<file path="src/rtl/ps2_host_transmitter_if.sv">
// Byte-level handshake between a client and the PS/2 host transmitter.
// The client offers a byte with a one-cycle start strobe while ready is high.
// The transmitter answers each frame with exactly one done or error pulse.
interface ps2_host_transmitter_if;
    logic [7:0] txData;
    logic       txStart;
    logic       txReady;
    logic       txDone;
    logic       txError;

    modport master (
        output txData,
        output txStart,
        input  txReady,
        input  txDone,
        input  txError
    );

    modport slave (
        input  txData,
        input  txStart,
        output txReady,
        output txDone,
        output txError
    );
endinterface

</file>
<file path="src/rtl/ps2_host_transmitter.sv">
// PS/2 host-to-device transmitter.
// Sends one byte as an 11-bit frame: start, 8 data bits LSB first, odd parity, stop.
// The host first inhibits the bus, then issues request-to-send, and finally shifts
// bits on the device-generated falling clock edges. The device's acknowledge is
// sampled on the 11th falling edge. One watchdog covers everything from the clock
// release to the final bus-idle check.
module ps2_host_transmitter #(
    parameter int INHIBIT_CYCLES = 5000,
    parameter int TIMEOUT_CYCLES = 750000
) (
    input  logic                   clk,
    input  logic                   reset_n,
    ps2_host_transmitter_if.slave  tx,
    input  logic                   ps2ClkIn,
    input  logic                   ps2DataIn,
    output logic                   ps2ClkOe,
    output logic                   ps2DataOe
);

    // Each counter only needs to hold its terminal value minus one.
    localparam int INH_W = (INHIBIT_CYCLES > 1) ? $clog2(INHIBIT_CYCLES) : 1;
    localparam int TO_W  = (TIMEOUT_CYCLES > 1) ? $clog2(TIMEOUT_CYCLES) : 1;

    typedef enum logic [2:0] {
        S_IDLE,
        S_INHIBIT,
        S_RTS,
        S_SHIFT,
        S_STOP,
        S_ACK,
        S_WAIT_IDLE
    } state_t;

    state_t             r_state;
    state_t             w_state_next;

    logic [1:0]         r_clk_sync;
    logic [1:0]         r_data_sync;
    logic               r_clk_prev;
    logic [8:0]         r_frame;       // {parity, data}
    logic [3:0]         r_bit_idx;
    logic               r_bit_oe;      // data-line pull for the bit currently on the wire
    logic [INH_W-1:0]   r_inh_cnt;
    logic [TO_W-1:0]    r_to_cnt;
    logic               r_tx_done;
    logic               r_tx_error;

    logic               w_fall;
    logic               w_inh_last;
    logic               w_frame_active;
    logic               w_timeout;
    logic               w_done_next;
    logic               w_error_next;
    logic               w_clk_oe;
    logic               w_data_oe;

    assign w_fall         = r_clk_prev & ~r_clk_sync[1];
    assign w_inh_last     = (r_inh_cnt == INH_W'(INHIBIT_CYCLES - 1));
    assign w_frame_active = (r_state == S_RTS)   || (r_state == S_SHIFT) ||
                            (r_state == S_STOP)  || (r_state == S_ACK)   ||
                            (r_state == S_WAIT_IDLE);
    assign w_timeout      = w_frame_active && (r_to_cnt == TO_W'(TIMEOUT_CYCLES - 1));

    // Bring the open-collector bus lines into the clk domain; idle bus reads as 1.
    always_ff @(posedge clk or negedge reset_n) begin
        if (!reset_n) begin
            r_clk_sync  <= 2'b11;
            r_data_sync <= 2'b11;
            r_clk_prev  <= 1'b1;
        end else begin
            // NOTE: sequential state uses non-blocking assignments so every flop
            // samples the pre-edge values regardless of statement order.
            r_clk_sync  <= {r_clk_sync[0], ps2ClkIn};
            r_data_sync <= {r_data_sync[0], ps2DataIn};
            r_clk_prev  <= r_clk_sync[1];
        end
    end

    // State register plus the registered one-cycle result pulses.
    always_ff @(posedge clk or negedge reset_n) begin
        if (!reset_n) begin
            r_state    <= S_IDLE;
            r_tx_done  <= 1'b0;
            r_tx_error <= 1'b0;
        end else begin
            r_state    <= w_state_next;
            r_tx_done  <= w_done_next;
            r_tx_error <= w_error_next;
        end
    end

    // Next-state decode and bus-drive outputs.
    always_comb begin
        // NOTE: every output gets a default before the case so no path leaves
        // a signal unassigned, which would otherwise infer a latch.
        w_state_next = r_state;
        w_done_next  = 1'b0;
        w_error_next = 1'b0;
        w_clk_oe     = 1'b0;
        w_data_oe    = 1'b0;

        unique case (r_state)
            S_IDLE: begin
                if (tx.txStart) w_state_next = S_INHIBIT;
            end
            S_INHIBIT: begin
                // Host owns the clock here, so device edges are not looked at.
                w_clk_oe = 1'b1;
                if (w_inh_last) begin
                    w_data_oe    = 1'b1;   // start bit goes out before clock release
                    w_state_next = S_RTS;
                end
            end
            S_RTS: begin
                w_data_oe = 1'b1;
                if (w_fall) w_state_next = S_SHIFT;
            end
            S_SHIFT: begin
                w_data_oe = r_bit_oe;
                // Edge that loads the parity bit moves on to the stop bit.
                if (w_fall && (r_bit_idx == 4'd8)) w_state_next = S_STOP;
            end
            S_STOP: begin
                w_data_oe = r_bit_oe;
                if (w_fall) w_state_next = S_ACK;
            end
            S_ACK: begin
                if (w_fall) begin
                    if (r_data_sync[1]) begin
                        w_error_next = 1'b1;
                        w_state_next = S_IDLE;
                    end else begin
                        w_state_next = S_WAIT_IDLE;
                    end
                end
            end
            S_WAIT_IDLE: begin
                if (r_clk_sync[1] && r_data_sync[1]) begin
                    w_done_next  = 1'b1;
                    w_state_next = S_IDLE;
                end
            end
            default: w_state_next = S_IDLE;
        endcase

        // Watchdog overrides everything, including a simultaneous ack or idle.
        if (w_timeout) begin
            w_done_next  = 1'b0;
            w_error_next = 1'b1;
            w_state_next = S_IDLE;
        end
    end

    // Frame capture, bit sequencing and the two cycle counters.
    always_ff @(posedge clk or negedge reset_n) begin
        if (!reset_n) begin
            r_frame   <= '0;
            r_bit_idx <= '0;
            r_bit_oe  <= 1'b0;
            r_inh_cnt <= '0;
            r_to_cnt  <= '0;
        end else begin
            if ((r_state == S_IDLE) && tx.txStart) begin
                r_frame <= {~^tx.txData, tx.txData};
            end

            if ((r_state == S_INHIBIT) && !w_inh_last) r_inh_cnt <= r_inh_cnt + 1'b1;
            else                                       r_inh_cnt <= '0;

            if (w_frame_active && !w_timeout) r_to_cnt <= r_to_cnt + 1'b1;
            else                              r_to_cnt <= '0;

            unique case (r_state)
                S_RTS: begin
                    if (w_fall) begin
                        r_bit_oe  <= ~r_frame[0];
                        r_bit_idx <= 4'd1;
                    end
                end
                S_SHIFT: begin
                    if (w_fall) begin
                        r_bit_oe  <= ~r_frame[r_bit_idx];
                        r_bit_idx <= r_bit_idx + 1'b1;
                    end
                end
                S_STOP: begin
                    if (w_fall) r_bit_oe <= 1'b0;   // release data: stop bit reads 1
                end
                S_IDLE: begin
                    r_bit_idx <= '0;
                    r_bit_oe  <= 1'b0;
                end
                default: ;
            endcase
        end
    end

    assign tx.txReady = (r_state == S_IDLE);
    assign tx.txDone  = r_tx_done;
    assign tx.txError = r_tx_error;
    assign ps2ClkOe   = w_clk_oe;
    assign ps2DataOe  = w_data_oe;

endmodule

</file>
<file path="src/flat_wrapper.sv">
// flat-port wrapper written by rule: the top's interface ports become plain ports
module ps2_host_transmitter_flat 
#(
    parameter int INHIBIT_CYCLES = 5000,
    parameter int TIMEOUT_CYCLES = 750000
)
  (clk, reset_n, ps2ClkIn, ps2DataIn, ps2ClkOe, ps2DataOe, tx_txData, tx_txStart, tx_txReady, tx_txDone, tx_txError);
  ps2_host_transmitter_if tx_i ();
  input  logic clk;
  input  logic reset_n;
  input  logic ps2ClkIn;
  input  logic ps2DataIn;
  output logic ps2ClkOe;
  output logic ps2DataOe;
  input wire logic [$bits(tx_i.txData)-1:0] tx_txData;
  input wire logic [$bits(tx_i.txStart)-1:0] tx_txStart;
  output wire logic [$bits(tx_i.txReady)-1:0] tx_txReady;
  output wire logic [$bits(tx_i.txDone)-1:0] tx_txDone;
  output wire logic [$bits(tx_i.txError)-1:0] tx_txError;
  assign tx_i.txData = tx_txData;
  assign tx_i.txStart = tx_txStart;
  assign tx_txReady = tx_i.txReady;
  assign tx_txDone = tx_i.txDone;
  assign tx_txError = tx_i.txError;
  ps2_host_transmitter #(.INHIBIT_CYCLES(INHIBIT_CYCLES), .TIMEOUT_CYCLES(TIMEOUT_CYCLES)) u_core (.clk(clk), .reset_n(reset_n), .tx(tx_i), .ps2ClkIn(ps2ClkIn), .ps2DataIn(ps2DataIn), .ps2ClkOe(ps2ClkOe), .ps2DataOe(ps2DataOe));
endmodule
</file>
<file path="config.mk">
export PLATFORM = sky130hd
export DESIGN_NAME = ps2_host_transmitter_flat
export DESIGN_NICKNAME = d
export VERILOG_FILES = /design/src/rtl/ps2_host_transmitter_if.sv /design/src/rtl/ps2_host_transmitter.sv /design/src/flat_wrapper.sv
export SDC_FILE = /design/constraint.sdc
export NUM_CORES = 1
export LEC_CHECK = 0
export BUFFER_PORTS_ARGS = -buffer_cell sky130_fd_sc_hd__buf_4
export CAP_MARGIN = 20
export CORE_UTILIZATION = 60
export DETAILED_ROUTE_END_ITERATION = 10
export PLACE_DENSITY = 0.79
export SLEW_MARGIN = 20
export SYNTH_ARGS = -nofsm -noshare
export SYNTH_HDL_FRONTEND = slang
export SYNTH_SLANG_ARGS = --single-unit
export TNS_END_PERCENT = 1
</file>
<file path="constraint.sdc">
create_clock -name clk -period 5.6 [get_ports clk]
set_input_delay 0 -clock clk [delete_from_list [all_inputs] [get_ports clk]]
set_output_delay 0 -clock clk [all_outputs]
set_load 0.1 [all_outputs]
</file>
==> summary.md, run 1 <==
| Metric | Value |
|---|---|
| R2R Setup Slk | around 3.3 ns |
| Worst skew pair latency | ~0.34 ns |
| Min-Delay Startpoint | tx_txStart |
| Fin. Hold Viols | 0 |
| CP Max Fanout | 18 |
| #FFs+latches synth | 57 |
| Clk slew on worst S/H paths | 0.06 ns |
| Number of DRC markers in iteration 0 | 213 |
| Worst EP required | 5.78 ns |
| Cell family with the largest share of critical-path delay | simple AND/OR/NAND/NOR gates |
| Finished Cell Area | about 3300 µm² |
| Area Overhead vs Synth | 13.8% |
| Max Cap Viol | 0 |
| Startpoint Class | flop |
| Period utilization | 41.7% |
| Sequential share of the synthesized area | between 40% and 50% |
| Setup TNS | 0 ns |
| Crit path time final | 2.34 ns |
| Reg2Reg Depth | 5 |
| Final wirelength | 5830 µm |
| Buffers & Inverters on Critical Path | 0 |
| IO buf count | 17 |
| Reg2reg end | u_core.r_to_cnt[4] |
| Comb pwr share | 4.5% |
| WP depth | 5 |
| Clk sinks | 57 |
| Initial antenna violation count | 0 |
| Die area | a little over 5000 µm² |
| Global-route usage over all layers | between 20% and 30% |
| Status | completed |
| Psw | 177 µW |
| Bufs on Longest Clock Path | 2 |
| HPWL after DPL | 3720 µm |
| Cells after synthesis | just under 300 |
| Internal power | roughly 600 µW |
| Final nets | about 340 |
| Ys async rst share | 100% |
| Post-layout util | 70.7% |
| Pwr Total | 778 µW |
| Initial Utilization | 62.2% |
| CTS buffer count | 9 |
| Critical path capture point type | flop |
| Num ports | 18 |
| Number of global-route vias before repair | 2134 |
| Switching Share | 22.7% |
| Worst slew margin | 52.1% |
| Syn Std Cell Area | 2920 µm² |
| Gpl congestion | 0.880 |
| Primary FF master, synth | dfrtp_1 |
| Syn Nets | 308 |
| # diodes | 0 |
| Die Span Y | 71.7 µm |
| Core Region | 4690 µm² |
| Root Driver | clkbuf_8 |
| Yosys cell types | 47 |
| # setup viols final | 0 |
| Peak Freq | 428 MHz |
| CTS tree | built |
| Largest net degree at the start of global routing | 58 |
| Register share of total power | 53.5% |
| EDFF count, synth | 0 |
| Peak VDD IR | 0.185 mV |
| Placed Area | 3040 µm² |
| DR vias | 2207 |
| End point of the critical path | u_core.r_to_cnt[4] |
| Syn. warnings | 0 |
| Clock network fraction of total power | 42.0% |
| Power per cell area | 235 nW/µm² |
| Unrepaired setup endpoints after global routing | false |
| WS Path Type | reg -> reg |
| Slowest cell on crit path | nand2b_1 |
| Fraction of final layout cells sized beyond drive strength 1 | 15.4% |
| CP arrival | 2.52 ns |
| Tightest Pin Transition | 0.718 ns |
| Final ANT Viol Nets | 0 |
| Clock Skew | between 0.008 and 0.009 ns |
| Crit path launch | u_core.r_to_cnt[11] |
| Initial DRT Pass Iterations | 4 |
| Leak | 0.00142 µW |
| First-pass GRT wire length | 10000 µm |
| Min-delay worst type | in -> reg |
| Via/cell ratio | 5.84 |
| Core Rows | 25 |
| Slowest cell delay on critical path | 0.56 ns |
| Htree depth | 3 |
| Chip Width | 71.7 µm |
| DRC viols | 0 |
| Slew Limit Fails | 0 |
| FF-to-FF Start | u_core.r_to_cnt[11] |
| Crit path cell chain | or4_1 -> nor4b_2 -> nand3_2 -> nand2b_1 -> nor2_1 |
| Routed length per instance | 15.4 µm |
| Remaining global-route overflow | 0 |
| Mapped Avg Cell Area | about 10 µm² |
[layout make-up]
| type | count | area [µm²] |
|---|---|---|
| Sequential cell | 57 | 1430 |
| Tap cell | 54 | 67.6 |
| Fill cell | 351 | 1370 |
| Clock inverter | 4 | 20.0 |
| Inverter | 10 | 37.5 |
| Multi-Input combinational cell | 213 | 1380 |
| Timing Repair Buffer | 28 | 238 |
| Clock buffer | 12 | 145 |
[synth_stat cells, types with 2 or more instances]
cell type | n | area share [%]
mux2_2 | 9 | 3.5
a31oi_1 | 2 | 0.43
nand2_1 | 19 | 2.4
and3_1 | 3 | 0.64
nand3_1 | 13 | 2.2
ha_1 | 4 | 1.7
xor2_1 | 20 | 6.0
nand3b_1 | 2 | 0.51
nor2b_1 | 5 | 1.1
nor3_1 | 7 | 1.2
and2_1 | 2 | 0.43
o21ai_0 | 15 | 2.6
a22oi_1 | 3 | 0.77
clkbuf_1 | 6 | 0.77
dfstp_2 | 5 | 4.5
inv_1 | 10 | 1.3
nor4_1 | 3 | 0.64
nor4b_1 | 3 | 0.90
buf_2 | 3 | 0.51
nor2_1 | 39 | 5.0
dfrtp_1 | 52 | 45
xnor2_1 | 14 | 4.2
mux4_2 | 2 | 1.5
a21oi_1 | 12 | 2.1
nand2b_1 | 4 | 0.86
or3_1 | 3 | 0.64
nand4_1 | 11 | 2.4
[power by group through the flow]
stage	Combinational, µW	Clock, µW	Sequential (µW)
floorplan	11.4	0	423
global placement	28.3	0	424
detailed placement	28.8	0	424
CTS	34.9	334	417
global route	38.7	356	416
finish	35.0	327	417
[state kept, by name, indices dropped and copies added (netlist names)]
register / cells
u_core.r_to_cnt: 20
u_core.r_inh_cnt: 13
u_core.r_frame: 9
u_core.r_bit_idx: 4
u_core.r_state: 3
u_core.r_clk_sync: 2
u_core.r_data_sync: 2
u_core.r_bit_oe: 1
u_core.r_clk_prev: 1
u_core.tx.txDone: 1
u_core.tx.txError: 1
[tightest hold or removal path: stages]
cell	delay, ns
buf_4	0.09
a22oi_1	0.06
nor2_1	0.10
a21oi_1	0.05
o21ai_0	0.14
[logic make-up after synthesis]
kind of cell / after synthesis / share of synthesized area, %
simple gates: 122 / 21.7
compound gates: 41 / 8.28
flops: 57 / 49.1
buf+inv: 21 / 3.65
fa+ha+maj: 4 / 1.72
xor+xnor: 34 / 10.2
mux: 12 / 5.36
[worst min-delay path by stage]
stage	cells after the start	to
2_1_floorplan	0	u_core.r_bit_idx[0]
6_report	5	u_core.r_state[0]
3_3_place_gp	1	u_core.r_bit_idx[2]
3_5_place_dp	1	u_core.r_bit_idx[2]
4_1_cts	5	u_core.r_state[0]
5_1_grt	5	u_core.r_state[0]
[cells in the final DEF (no fill, tap or decap), drive strengths merged, types with 7 or more instances in the layout]
master / n
clkbuf: 12
buf: 17
nor2: 39
mux2: 9
nand2: 19
a21oi: 12
nand3: 14
o21ai: 15
xor2: 20
dlygate4sd3: 11
inv: 10
nor3: 7
dfrtp: 52
nand4: 11
xnor2: 14
[what timing repair did]
item | CTS | global route
hold buffers | 11 | 0
resized for setup | 0 | 0
buffers inserted | 0 | 0
setup endpoints to repair | 0 | 0
endpoints found under the hold margin | 62 | 0
[through the flow]
step                instances  setup slack (ns)  hold slack, ns
floorplan                 291              1.89          -0.296
global placement          351              3.45          0.0946
detailed placement        351              3.36          0.0964
CTS                       378              3.30           0.146
global route              378              3.13           0.224
finish                    378              3.26           0.147
[routing by layer]
metal / global-route usage [%] / part of all wire, % / wire length, µm
met4: 12.4 / 2.8 / 162
met5: 0 / 0 / 0
met3: 7.31 / 5.1 / 296
met1: 34.9 / 47 / 2710
met2: 38.7 / 46 / 2650
No activity file was read; power rests on OpenSTA's default activity.
==> run 2: changes to the inputs <==
CORE_UTILIZATION = 54   (was 60)
PLACE_DENSITY = 0.75   (was 0.79)
clock period = 1.9 ns   (was 5.6 ns; I/O delays follow)
==> summary.md, run 2 (synthesis results as in run 1) <==
| Metric | Value |
|---|---|
| Status | finished with violations |
| Failing checks | negative setup slack |
| Worst slew margin | 53.6% (+1.4 points) |
| Placed instance count | 387 (+10%) |
| Number of DRC markers in iteration 0 | 244 (+15%) |
| Num ports | 18 (unchanged) |
| Hold Path Cell Cnt | 5 (unchanged) |
| Global-route usage over all layers | 24.3% (-1.6 points) |
| Chip Width | 75.5 µm (+5.3%) |
| Final wirelength | 5980 µm (+2.7%) |
| Startpoint Class | flop |
| Leak | 0.00159 µW (+12%) |
| Critical path capture point type | primary output |
| Via/cell ratio | 5.56 (-4.8%) |
| CTS tree | built |
| Min-Delay Startpoint | tx_txStart |
| DRC viols | 0 (unchanged) |
| Pwr Total | 2720 µW (+250%) |
| Min Hold Slack | 0.141 ns (-0.00561 ns) |
| R2R Setup Slk | 0.06 ns (-3.20 ns) |
| Period utilization | 110% |
| Setup TNS | -0.185 ns (-0.185 ns) |
| Final nets | 356 (+6.0%) |
| Initial Utilization | 56.7% (-5.4 points) |
| DR vias | 2301 (+4.3%) |
| Top flop regs | u_core.r_to_cnt x20, u_core.r_inh_cnt x13, u_core.r_frame x9 |
| Number of global-route vias before repair | 2202 (+3.2%) |
| Reg2Reg Depth | 6 (+1) |
| Clock Skew | 0.00884 ns (+0.000499 ns) |
| Slew Limit Fails | 0 (unchanged) |
| Clk slew on worst S/H paths | 0.06 ns (about the same) |
| Fin. Hold Viols | 0 (unchanged) |
| Peak VDD IR | 0.521 mV (+180%) |
| IO buf count | 17 (unchanged) |
| Slowest cell delay on critical path | 0.55 ns (about the same) |
| CTS buffer count | 9 (unchanged) |
| Most flop-heavy register | u_core.r_to_cnt |
| Max Cap Viol | 0 (unchanged) |
| Crit path cell chain | or4b_4 -> nor4_4 -> a21oi_1 -> nor3_1 -> a31o_2 -> buf_12 |
| Filler Cell Count | 395 (+13%) |
| # diodes | 0 (unchanged) |
| Buffers & Inverters on Critical Path | 1 (+1) |
| Crit path time final | 2.09 ns |
| CP arrival | 2.09 ns (-0.43 ns) |
| Gpl congestion | 0.868 (-1.3%) |
| FF-to-FF Start | u_core.r_to_cnt[11] |
| Tightest Pin Transition | 0.697 ns (-0.0215 ns) |
| Bufs on Longest Clock Path | 2 (unchanged) |
| First-pass GRT wire length | 10100 µm (+1.2%) |
| Root Driver | clkbuf_8 |
| Final ANT Viol Nets | 0 (unchanged) |
| Worst Hold Endpoint | u_core.r_state[0] |
| Remaining global-route overflow | 0 (unchanged) |
| Worst skew pair latency | 0.34 ns (about the same) |
| Fin worst setup slack | -0.185 ns (-3.45 ns) |
| Clk sinks | 57 (unchanged) |
| Initial antenna violation count | 0 (unchanged) |
| Commonest cells after routing, fill and taps aside | dfrtp_1 (51), nor2_1 (39), buf_4 (34) |
| Final Non-Filler Cells | 414 (+9.5%) |
| Min-delay worst type | in -> reg |
| Power per cell area | 747 nW/µm² (+220%) |
| Htree depth | 3 (unchanged) |
| Max FFs per register | 20 (unchanged) |
| Reg2reg end | u_core.r_to_cnt[17] |
| Worst EP required | 1.90 ns (-3.88 ns) |
| Cell family with the largest share of critical-path delay | simple AND/OR/NAND/NOR gates |
| Commonest non-fill, non-tap cell in the layout | dfrtp_1 |
| Core Rows | 26 (+4.0%) |
| Die Span Y | 75.5 µm (+5.3%) |
| Die area | 5700 µm² (+11%) |
| Postcts setup bufs | 0 (unchanged) |
| Area Overhead vs Synth | 25.1% |
| # setup viols final | 1 (+1) |
| Fraction of final layout cells sized beyond drive strength 1 | 22.1% (+6.7 points) |
| Initial DRT Pass Iterations | 4 (unchanged) |
| Worst slack, placed | 0.0596 ns (-3.30 ns) |
| HPWL after DPL | 3980 µm (+7.2%) |
| WS Path Type | reg -> out |
| Unrepaired setup endpoints after global routing | true |
| Slowest cell on crit path | or4b_4 |
| Routed length per instance | 14.4 µm (-6.3%) |
| Peak Freq | about 480 MHz |
| CP Max Fanout | 2 (-16) |
| Largest net degree at the start of global routing | 58 (unchanged) |
| Core Region | 5140 µm² (+9.5%) |
[run 2: cell count changes in the layout (fill, tap and decap cells not counted)]
cell,change
clkinvlp_4,+1
dfrtp_1,-1
nor3_1,-2
bufinv_16,+3
or4b_1,-1
nor4_1,-1
clkinv_2,-3
clkbuf_1,-1
dfrtp_2,+1
buf_12,+3
nor3_4,+2
nor4_4,+1
or4b_4,+1
buf_4,+17
[run 2: how the worst max path moves through the flow]
stage	from	slack (ns)	to	depth (start not counted)
2_1_floorplan	u_core.r_state[1]	-0.22	u_core.r_frame[0]	5
3_5_place_dp	u_core.r_to_cnt[11]	0.06	u_core.r_to_cnt[16]	6
5_1_grt	u_core.r_inh_cnt[5]	-0.28	ps2DataOe	6
6_report	u_core.r_inh_cnt[5]	-0.19	ps2DataOe	6
4_1_cts	u_core.r_inh_cnt[5]	-0.18	ps2DataOe	6
3_3_place_gp	u_core.r_inh_cnt[5]	0.1	ps2DataOe	6
[run 2: per-stage QoR]
stage                     cell area (µm²)  util [%]
after floorplan                      2970         -
after global placement               3260      63.4
after detailed placement             3260      63.4
after CTS                            3650      70.9
after global routing                 3650      71.0
final                                3650      71.0
[run 2: tightest hold or removal path: stages]
cell and delay [ns]:
buf_4 0.10, a22oi_1 0.06, nor2_1 0.10, a21oi_1 0.05, o21ai_0 0.13
[run 2: area by class of cell]
cell class                 count  area, µm²  share of cell area [%]
clock buffer                  11        141                    3.88
clock inverter                 5        103                    2.81
inverter                      10       37.5                    1.03
timing repair buffer          48        425                    11.7
sequential                    57       1430                    39.3
multi-input combinational    213       1420                    38.9
tap                           70       87.6                    2.40
[run 2: what timing repair did]
| action | CTS | global route |
|---|---|---|
| endpoints found under the setup margin | 1 | 13 |
| gates resized for setup | 6 | 1 |
| hold buffers | 11 | 0 |
| gates cloned | 0 | 0 |
| endpoints found under the hold margin | 62 | 0 |
[run 2: layer usage]
metal / wire length [µm] / vias to the layer above / track usage (%) / share of wire, %
met2: 2890 / 61 / 38.2 / 48
li1: - / 1111 / - / -
met4: 99 / 0 / 11.3 / 1.7
met3: 252 / 9 / 3.97 / 4.2
met1: 2740 / 1120 / 33.2 / 46
met5: 0 / - / 0 / 0
[run 2: power by group]
group	switching, µW	leakage (µW)	internal (µW)
combinational	50.3	0.000711	52.0
clock	490	0.000120	905
sequential	3.50	0.000758	1220
==> run 3: changes to the inputs <==
ABC_AREA = 1   (was default)
CORE_UTILIZATION = 55   (was 54)
PLACE_DENSITY = 0.76   (was 0.75)
==> summary.md, run 3 <==
| Metric | Value |
|---|---|
| Status | completed |
| Number of DRC markers in iteration 0 | 144 (-41%) |
| Via/cell ratio | 5.26 (-5.3%) |
| Chip Width | 78.2 µm (+3.6%) |
| Clk sinks | 57 (unchanged) |
| WS Path Type | reg -> out |
| Yosys cell types | 34 (-28%) |
| Slew Limit Fails | 0 (unchanged) |
| Bufs on Longest Clock Path | 2 (unchanged) |
| DR top layer | met4 |
| # setup viols final | 0 (-1) |
| Global-route usage over all layers | 24.0% (-0.27 points) |
| HPWL after DPL | 4530 µm (+14%) |
| Final nets | 450 (+26%) |
| CP Max Fanout | 3 (+1) |
| Root Driver | clkbuf_8 |
| Most flop-heavy register | u_core.r_to_cnt |
| Ys async rst share | 100% (unchanged) |
| Mapped Avg Cell Area | 7.96 µm² (-21%) |
| Fin worst setup slack | 0.161 ns (+0.346 ns) |
| Fraction of final layout cells sized beyond drive strength 1 | 16.4% (-5.7 points) |
| Worst skew pair latency | 0.34 ns (about the same) |
| Fin. Hold Viols | 0 (unchanged) |
| CTS tree | built |
| Peak VDD IR | 0.918 mV (+76%) |
| Die area | 6110 µm² (+7.3%) |
| Top flop regs | u_core.r_to_cnt x20, u_core.r_inh_cnt x13, u_core.r_frame x9 |
| Reg2reg end | u_core.r_state[0] |
| Startpoint Class | flop |
| Met3 WL | 254 µm (+0.79%) |
| EDFF count, synth | 0 (unchanged) |
| Leak | 0.00158 µW (-0.68%) |
| Worst EP required | 1.90 ns (about the same) |
| Critical path capture point type | primary output |
| R2R Setup Slk | 0.23 ns (+0.17 ns) |
| Commonest cells in the synthesized netlist | nand2_1 (87), nor2_1 (56), dfrtp_1 (52) |
| Reg2Reg Depth | 8 (+2) |
| # diodes | 0 (unchanged) |
| Primary FF master, synth | dfrtp_1 |
| Sequential share of the synthesized area | 44.9% (-4.2 points) |
| Commonest non-fill, non-tap cell in the layout | nand2_1 |
| Tightest Pin Transition | 0.702 ns (+0.00487 ns) |
| #FFs+latches synth | 57 (unchanged) |
| Area contributors post-synth | dfrtp_1 (41%), nand2_1 (10%), nor2_1 (6.6%) |
| Cells after synthesis | 401 (+38%) |
| Placed instance count | 483 (+25%) |
| Num ports | 18 (unchanged) |
| Largest net degree at the start of global routing | 58 (unchanged) |
| Min Hold Slack | 0.108 ns (-0.0330 ns) |
| Routed length per instance | 12.9 µm (-11%) |
| Clock Skew | 0.00717 ns (-0.00167 ns) |
| DR vias | 2684 (+17%) |
| Cell taking the most area after synthesis | dfrtp_1 |
| Commonest cells after routing, fill and taps aside | nand2_1 (87), nor2_1 (56), dfrtp_1 (49) |
| Clk slew on worst S/H paths | 0.06 ns (about the same) |
| DRC viols | 0 (unchanged) |
| End point of the critical path | ps2DataOe |
| Htree depth | 3 (unchanged) |
| Most frequent cell after synthesis | nand2_1 |
| Postcts setup bufs | 0 (unchanged) |
| Number of global-route vias before repair | 2613 (+19%) |
| Peak Freq | 575 MHz (+20%) |
| Max Cap Viol | 0 (unchanged) |
| Initial DRT Pass Iterations | 4 (unchanged) |
| Final ANT Viol Nets | 0 (unchanged) |
| Unrepaired setup endpoints after global routing | false |
| Initial antenna violation count | 0 (unchanged) |
| CP arrival | 1.74 ns (-0.35 ns) |
| FF-to-FF Start | u_core.r_inh_cnt[0] |
| Syn. warnings | 0 (unchanged) |
| Syn Std Cell Area | 3190 µm² (+9.4%) |
| Syn Nets | 418 (+36%) |
| First-pass GRT wire length | 11300 µm (+12%) |
| Initial Utilization | 57.6% (+0.87 points) |
| Crit path launch | u_core.r_inh_cnt[0] |
| Final wirelength | 6570 µm (+9.7%) |
| Post-layout util | 66.6% (-4.3 points) |
| Area share of the largest cell type after synthesis | 40.8% (-3.8 points) |
| Period utilization | 91.5% (-18 points) |
| Max FFs per register | 20 (unchanged) |
| Worst slew margin | 53.2% (-0.32 points) |
| DR WL met2 | 3200 µm (+11%) |
| Min-delay worst type | in -> reg |
| Core Rows | 27 (+3.8%) |
| Remaining global-route overflow | 0 (unchanged) |
| CTS buffer count | 9 (unchanged) |
| Crit path time final | 1.74 ns (-0.346 ns) |
| Final Non-Filler Cells | 510 (+23%) |
| Area Overhead vs Synth | 15.7% |
| Gpl congestion | 0.910 (+4.8%) |
| Power per cell area | 1180 nW/µm² (+58%) |
| Core Region | 5540 µm² (+7.8%) |
| Worst slack, placed | 0.227 ns (+0.168 ns) |
| Wire length on met1 | 3000 µm (+9.5%) |
| IO buf count | 17 (unchanged) |
| Die Span Y | 78.2 µm (+3.6%) |
==> run 3: cell families (layout without fill, tap and decap cells) <==
kind of cell | Yosys count | count (layout) | share of synthesized area (%)
compound gates | 37 | 37 | 6.74
xor+xnor | 19 | 19 | 5.21
fa+ha+maj | 4 | 4 | 1.57
buf+inv | 56 | 93 | 7.84
flops | 57 | 57 | 44.9
simple gates | 228 | 228 | 33.8
==> run 3: area by class of cell <==
| cell class | count | area (µm²) |
|---|---|---|
| fill | 464 | 1850 |
| multi-input combinational | 288 | 1530 |
| sequential | 57 | 1440 |
| timing repair buffer | 28 | 241 |
| inverter | 49 | 186 |
| clock buffer | 14 | 173 |
| tap | 72 | 90.1 |
| clock inverter | 2 | 35.0 |
==> run 3: routing by layer <==
metal,vias up,global-route usage [%]
li1,1360,-
met1,1258,29.0
met2,57,40.6
met3,9,6.51
met4,0,9.63
met5,-,0
==> run 3: power breakdown <==
group / switching, µW / internal [µW] / total, µW
sequential: 205 / 1420 / 1620
clock: 460 / 712 / 1170
combinational: 1100 / 467 / 1570
==> run 3: worst min path at each step <==
stage	slack [ns]	from	cells past startpoint	endpoint
3_3_place_gp	0.09	reset_n	1	u_core.r_frame[8]
6_report	0.11	tx_txStart	5	u_core.r_frame[2]
3_5_place_dp	0.10	reset_n	1	u_core.r_frame[8]
4_1_cts	0.1	tx_txStart	5	u_core.r_frame[2]
2_1_floorplan	-0.30	reset_n	0	u_core.r_bit_idx[0]
5_1_grt	0.15	tx_txStart	5	u_core.r_frame[4]
==> run 3: worst max-delay path, stage by stage, from the launching register on <==
cell and delay [ns]:
dfrtp_1 0.36, ha_1 0.17, nand2_1 0.10, nor3_1 0.16
nand3_1 0.19, o21ai_4 0.19, buf_6 0.24
==> run 3: what timing repair did <==
action                                  4_1_cts  5_1_grt
hold endpoints to repair                     62        0
resized for setup                             2        3
endpoints found under the setup margin        1        1
hold buffers                                 11        0
cloned                                        0        0
==> run 3: stage by stage <==
step	TNS, ns	power [µW]	instance area (µm²)
after floorplan	-1.29	2950	3220
after global placement	0	3130	3370
after detailed placement	0	3170	3370
after CTS	0	4410	3690
after global routing	0	4660	3690
final	0	4370	3690
